### config.mk
export PLATFORM = sky130hd
export DESIGN_NAME = spi_slave
export DESIGN_NICKNAME = d
export VERILOG_FILES = /design/src/rtl/spi_slave.sv
export SDC_FILE = /design/constraint.sdc
export NUM_CORES = 1
export LEC_CHECK = 0
export CAP_MARGIN = 30
export CELL_PAD_IN_SITES_DETAIL_PLACEMENT = 2
export CELL_PAD_IN_SITES_GLOBAL_PLACEMENT = 2
export CORE_MARGIN = 4
export CORE_UTILIZATION = 32
export CTS_BUF_LIST = sky130_fd_sc_hd__clkbuf_2 sky130_fd_sc_hd__clkbuf_4 sky130_fd_sc_hd__clkbuf_8
export CTS_CLUSTER_DIAMETER = 100
export DETAILED_ROUTE_END_ITERATION = 8
export GPL_TIMING_DRIVEN = 0
export PLACE_DENSITY_LB_ADDON = 0.1
export SLEW_MARGIN = 20
export SYNTH_ARGS = -nofsm -noshare
export SYNTH_HDL_FRONTEND = slang
export SYNTH_SLANG_ARGS = --single-unit
### constraint.sdc
create_clock -name clk -period 3.4 [get_ports clk]
set_input_delay 0.34 -clock clk [delete_from_list [all_inputs] [get_ports clk]]
set_output_delay 0.34 -clock clk [all_outputs]
set_load 0.03 [all_outputs]
### src/rtl/spi_slave.sv
// SPI mode-0 responder: oversamples sclk/mosi/ss in the clk domain, deserialises mosi into rx words
// and serialises a one-word holding register onto miso.
module spi_slave #(
    parameter int unsigned WIDTH       = 8,
    parameter int unsigned SYNC_STAGES = 2
) (
    input  logic             clk,
    input  logic             rst,
    input  logic             sclk,
    input  logic             mosi,
    input  logic             ss,
    output logic             miso,
    output logic             miso_oe,
    input  logic [WIDTH-1:0] tx_data,
    input  logic             tx_valid,
    output logic             tx_ready,
    output logic [WIDTH-1:0] rx_data,
    output logic             rx_valid,
    output logic             busy,
    output logic             tx_underrun
);

    localparam int unsigned CNT_W = (WIDTH > 1) ? $clog2(WIDTH) : 1;

    logic [SYNC_STAGES-1:0] r_sclk_sync, r_mosi_sync, r_ss_sync;
    logic                   r_sclk_d, r_ss_d;
    logic [WIDTH-1:0]       r_tx_shift, r_rx_shift, r_hold, r_rx_data;
    logic                   r_hold_full;
    logic [CNT_W-1:0]       r_bit_cnt;
    logic                   r_miso, r_oe, r_busy, r_rx_valid, r_underrun;

    logic             w_sclk_s, w_mosi_s, w_sel;
    logic             w_rise, w_fall, w_sel_start, w_last, w_word_start, w_hold_load;
    logic [WIDTH-1:0] w_tx_shift_d, w_rx_shift_d;

    // ss chain resets high so the block comes up deselected
    always_ff @(posedge clk or posedge rst) begin
        if (rst) begin
            r_sclk_sync <= '0;
            r_mosi_sync <= '0;
            r_ss_sync   <= '1;
            r_sclk_d    <= 1'b0;
            r_ss_d      <= 1'b1;
        end else begin
            r_sclk_sync <= {r_sclk_sync[SYNC_STAGES-2:0], sclk};
            r_mosi_sync <= {r_mosi_sync[SYNC_STAGES-2:0], mosi};
            r_ss_sync   <= {r_ss_sync[SYNC_STAGES-2:0], ss};
            r_sclk_d    <= w_sclk_s;
            r_ss_d      <= r_ss_sync[SYNC_STAGES-1];
        end
    end

    assign w_sclk_s     = r_sclk_sync[SYNC_STAGES-1];
    assign w_mosi_s     = r_mosi_sync[SYNC_STAGES-1];
    assign w_sel        = ~r_ss_sync[SYNC_STAGES-1];
    assign w_rise       = w_sel & w_sclk_s & ~r_sclk_d;
    assign w_fall       = w_sel & ~w_sclk_s & r_sclk_d;
    assign w_sel_start  = w_sel & r_ss_d;
    assign w_last       = w_rise && (r_bit_cnt == CNT_W'(WIDTH - 1));
    assign w_word_start = w_sel_start | w_last;
    assign w_hold_load  = tx_valid & ~r_hold_full;
    assign w_rx_shift_d = {r_rx_shift[WIDTH-2:0], w_mosi_s};

    // Word start takes the registered holding state; no shift on the fall that opens a word
    always_comb begin
        w_tx_shift_d = r_tx_shift;
        if (!w_sel) begin
            w_tx_shift_d = '0;
        end else if (w_word_start) begin
            w_tx_shift_d = r_hold_full ? r_hold : '0;
        end else if (w_fall && (r_bit_cnt != '0)) begin
            w_tx_shift_d = {r_tx_shift[WIDTH-2:0], 1'b0};
        end
    end

    always_ff @(posedge clk or posedge rst) begin
        if (rst) begin
            r_tx_shift  <= '0;
            r_rx_shift  <= '0;
            r_rx_data   <= '0;
            r_hold      <= '0;
            r_hold_full <= 1'b0;
            r_bit_cnt   <= '0;
            r_miso      <= 1'b0;
            r_oe        <= 1'b0;
            r_busy      <= 1'b0;
            r_rx_valid  <= 1'b0;
            r_underrun  <= 1'b0;
        end else begin
            r_tx_shift <= w_tx_shift_d;
            r_miso     <= w_sel & w_tx_shift_d[WIDTH-1];
            r_oe       <= w_sel;
            r_busy     <= w_sel;
            r_rx_valid <= w_last;
            r_underrun <= w_word_start & ~r_hold_full;

            if (!w_sel) begin
                r_bit_cnt  <= '0;
                r_rx_shift <= '0;
            end else if (w_rise) begin
                r_rx_shift <= w_rx_shift_d;
                r_bit_cnt  <= w_last ? '0 : r_bit_cnt + CNT_W'(1);
                if (w_last) begin
                    r_rx_data <= w_rx_shift_d;
                end
            end

            // Load and transfer are exclusive: a load needs an empty register
            if (w_hold_load) begin
                r_hold      <= tx_data;
                r_hold_full <= 1'b1;
            end else if (w_word_start && r_hold_full) begin
                r_hold_full <= 1'b0;
            end
        end
    end

    assign miso        = r_miso;
    assign miso_oe     = r_oe;
    assign tx_ready    = ~r_hold_full;
    assign rx_data     = r_rx_data;
    assign rx_valid    = r_rx_valid;
    assign busy        = r_busy;
    assign tx_underrun = r_underrun;

endmodule

### Word level (Yosys, flattened, before mapping)

Index checks and enable logic that the tools add are counted.
W data, S select, Z words.

| operators by class | value |
|---|---|
| mux-type cells | 11 |
| add/sub/neg operators | 1 |
| equal/unequal tests | 1 |
| bitwise operators | 13 |
| reductions and logical operators | 8 |

Operator list:

| cell | number |
|---|---|
| $mux W8 | 4 |
| $mux W7 | 2 |
| $mux W3 | 3 |
| $and A1 B1 Y1 | 8 |
| $reduce_bool A3 Y1 | 2 |
| $not A1 Y1 | 4 |
| $reduce_bool A2 Y1 | 2 |
| $add A3 B1 Y3 const B | 1 |
| $eq A3 B3 Y1 const B | 1 |
| $logic_and A1 B1 Y1 | 3 |
| $reduce_and A3 Y1 | 1 |
| $mux W1 | 2 |
| $or A1 B1 Y1 | 1 |

| word-level totals | value |
|---|---|
| word-level logic and storage cells | 50 |
| register bits after elaboration | 47 |

### Depth between registers and ports, before layout

| depth | value |
|---|---|
| depth in word-level cells | 8 |
| gate-level depth with buffers | 7 |
| gate-level depth less buffers | 6 |

### Worst setup path after synthesis

No wires, ideal clock.

| timing | value |
|---|---|
| path kind | register to register |
| start | register r_bit_cnt[0] |
| end | register r_rx_data[0] (netlist: rx_data[0]) |
| clock period less this slack | 1.510 ns |
| arrival | 1.385 ns |
| path slack | 1.890 ns |
| buffers on the path | 1 |
| cell stages (with the launch flop) | 6 |
| setup time | 0.125 ns |
| cells stage by stage | dfrtp_1 > ha_1 > ha_1 > and3_4 > buf_6 > mux2_4 |

| between the ends | value |
|---|---|
| cells in the longest elaborated chain, start to end | 3 |

RTL lines:

| element | RTL line | RTL |
|---|---|---|
| start: declaration | 29 | `logic [CNT_W-1:0] r_bit_cnt;` |
| start signal: assignment | 102 | `r_bit_cnt <= w_last ? '0 : r_bit_cnt + CNT_W'(1);` |
| $eq A3 B3 Y1 | 59 | `assign w_last = w_rise && (r_bit_cnt == CNT_W'(WIDTH - 1));` |
| $logic_and A1 B1 Y1 | 59 |  |
| net w_last | 33 | `logic w_rise, w_fall, w_sel_start, w_last, w_word_start, w_hold_load;` |
| $reduce_and A3 Y1 (no source line) | - |  |
| end signal: assignment | 104 | `r_rx_data <= w_rx_shift_d;` |
| end: declaration | 27 | `logic [WIDTH-1:0] r_tx_shift, r_rx_shift, r_hold, r_rx_data;` |

The timed path passes the listed nets, and every way through them passes these cells.
A chain may end at the register's enable or synchronous reset.

### Worst setup path in the final report

| timing | value |
|---|---|
| start | register r_hold_full |
| end | output tx_ready |

| between the ends | value |
|---|---|
| cells in the longest elaborated chain, start to end | 1 |

RTL lines:

| element | RTL line | RTL |
|---|---|---|
| start: declaration | 28 | `logic r_hold_full;` |
| start signal: assignment | 82 | `r_hold_full <= 1'b0;` |
| start signal: assignment | 111 | `r_hold_full <= 1'b1;` |
| start signal: assignment | 113 | `r_hold_full <= 1'b0;` |
| $not A1 Y1 | 120 | `assign tx_ready = ~r_hold_full;` |
| end: declaration | 16 | `output logic tx_ready,` |

No other way between the ends.

==> metrics.cfg <==
[cells_and_area]
final_common_cell=dfrtp_1
area_delta_synth_final_pct=25.7
num_antenna_cells=0
drive_gt1_share_pct=23.7
fillers=575
post-route-util_pct=41.9
register_area_sq_um=1150
final_cell_mix=dfrtp_1, clkdlybuf4s50_1, nand2_1
multi_input_area_sq_um=627
num-nets-final=189

[synthesis]
avgSynthCellArea_sq_um=13.6
syn-num-nets=154
synth_top_family_by_area=multiplexers
muxShareOfSynthArea_pct=15.1
synth_cell_types=28
yosys.area_share.xor_xnor_pct=0.472
yosysSeqAreaShare_pct=62.2
synth-simple-area-share_pct=9.03
synth_top_area_share_pct=58.0
synth-warning-count=0
synth.area.top_cells=dfrtp_1, mux2_4, mux2_2, dfstp_2, mux2i_1
syn_inst=137
yosys.area.top_type=dfrtp_1
syn_area_sq_um=1860
synth-compound-area-share_pct=7.14
synthAdderAreaFrac_pct=2.02
ys_seq_elements=46

[worst_setup_path]
path_cells=inv_1 > clkdlybuf4s50_1
cp-start-kind=register
r2r_start=r_bit_cnt[0]
crit_path_max_incr_delay_ns=0.69
cp-startpoint=r_hold_full
crit_required_ns=3.06
slowest_stage=clkdlybuf4s50_1
critical_path_class=reg2out
endpoint_kind=primary output
crit_arrival_ns=1.59
cp_max_fo=6

[grt]
met2_usage_pct=21.4
use_met1_pct=13.5
track_usage_pct=12.1
first_global_vias=1346
antenna_found_initial=0
gr-max-usage-layer=met2
grt_overflow=0
grt_pass1_wl_mm=6.67
grt_max_degree=35
use_met3_pct=2.65

[placed_design]
numPortBuffers=27
gp_congestion=0.668
dp_hpwl_mm=2.78

[timing]
clock_skew_ns=0.00639
post-route-period-util_pct=56.6
layout_min_cycle_time_ns=1.93
finalSetupTns_ns=0
slew_viol_final=0
tightest_slew_ns=0.488
finalHoldViolCount=0
setup_viol=0
grt_setup_unrepaired=no
relSlewSlack_pct=67.4
max_freq_mhz=519

[cts]
post_cts_buffers=0
ctsResizeCount=0
insertion_delay_ns=0.30
cts_made_buffers=5
cts-root-buf=clkbuf_8
cts-htree-levels=2
cts_num_sinks=46
clk_pin_slew_ns=0.08
postCtsHoldBufs=0
cts_buffer_depth=2
cts_tree=built

[die]
chipHeight_um=84.2
dieArea_sq_um=7090
die_width_um=84.2
fp.coreArea_sq_um=5570
io_pins=28
row_count=27
start_util_pct=33.3

[detailed_routing]
wire_per_inst_um=15.0
viasPerCell=4.73
drtAntennaViolNets=0
drcViolationCount=0
dr.pass1.iters=4
routed_wl_mm=3.68
drt-initial-drc-count=49
vias=1158

[hold_path]
min_path_type=in2async

[pwr]
cellLeakagePower_nw=1.05
p_per_area_nw_per_um2=470
peakVddDrop_v=0.000225

[run_status]
status=finished clean

[job]
max-cap-violations=0

cells in the mapped netlist:
master	n
o2bb2ai_1	6
xnor2_1	1
nand3_1	1
inv_1	4
nor3_4	1
mux2i_1	7
buf_6	2
clkbuf_1	1
mux2_4	8
inv_2	1
nand3b_1	3
dfrtp_1	43
dfstp_2	3
nand2_1	17
buf_2	3
a211oi_1	1
nor2_1	3
a21oi_1	11
ha_1	3
nand2b_1	2
nor2b_1	1
buf_4	2
nor3_1	1
nor2b_4	1
a211o_1	1
and3_4	1
mux2_2	8
a21oi_2	1
area by class of cell:
class,count,share of cell area (%)
sequential,46,49.5
multi-input combinational,78,26.8
timing repair buffer,28,12.4
clock buffer,8,4.18
tap,72,3.86
buffer,8,2.41
inverter,5,0.804
worst max-delay path: cells and delay by family (launching register included):
| kind | cells | cell delay, ns |
|---|---|---|
| flops | 1 | 0.44 |
| buf+inv | 2 | 0.85 |
worst paths after layout:
kind	to	slack, ns	depth (start not counted)
setup / recovery	tx_ready	1.47	2
hold / removal	r_hold[5]	0.30	2
setup reg to reg	rx_data[5]	1.78	5
hold reg to reg	r_mosi_sync[1]	0.35	0
max in group asynchronous	r_ss_d	2.57	3
min in group clk	r_mosi_sync[1]	0.35	0
power by group:
part	total, mW	internal, mW	switching (mW)
clock	0.354	0.182	0.173
sequential	0.620	0.593	0.0265
combinational	0.124	0.0659	0.0584
sequential cells by signal, indices dropped and copies added, names as in the netlist, 2 cells and up:
signal       flops
r_rx_shift       7
r_ss_sync        2
r_tx_shift       8
r_hold           8
rx_data          8
r_sclk_sync      2
r_mosi_sync      2
r_bit_cnt        3
cells by family (layout without fill, tap and decap cells):
group,Yosys count,in the layout
AOI/OAI and AO/OA,20,20
xor gates and xnor gates,1,1
adders and majority gates,3,3
buffers and inverters,13,49
DFF,46,46
muxes,23,23
and+or+nand+nor,31,31
per-stage QoR:
stage | hold slack, ns | std cells | total power [mW] | area [sq um] | worst slack, ns
4_1_cts | 0.297 | 245 | 1.12 | 2330 | 1.44
3_3_place_gp | 0.333 | 236 | 0.748 | 2220 | 1.09
6_report | 0.298 | 245 | 1.10 | 2330 | 1.47
3_5_place_dp | 0.337 | 237 | 0.761 | 2240 | 1.75
5_1_grt | 0.309 | 245 | 1.17 | 2330 | 1.40
2_1_floorplan | 0.331 | 137 | 0.706 | 1860 | 1.89
per-layer routing:
metal,vias to the layer above,share of wire (%)
met4,0,2.4
met1,593,40
li1,534,-
met2,24,54
met5,-,0
met3,7,3.5
No activity file was read; power rests on OpenSTA's default activity.
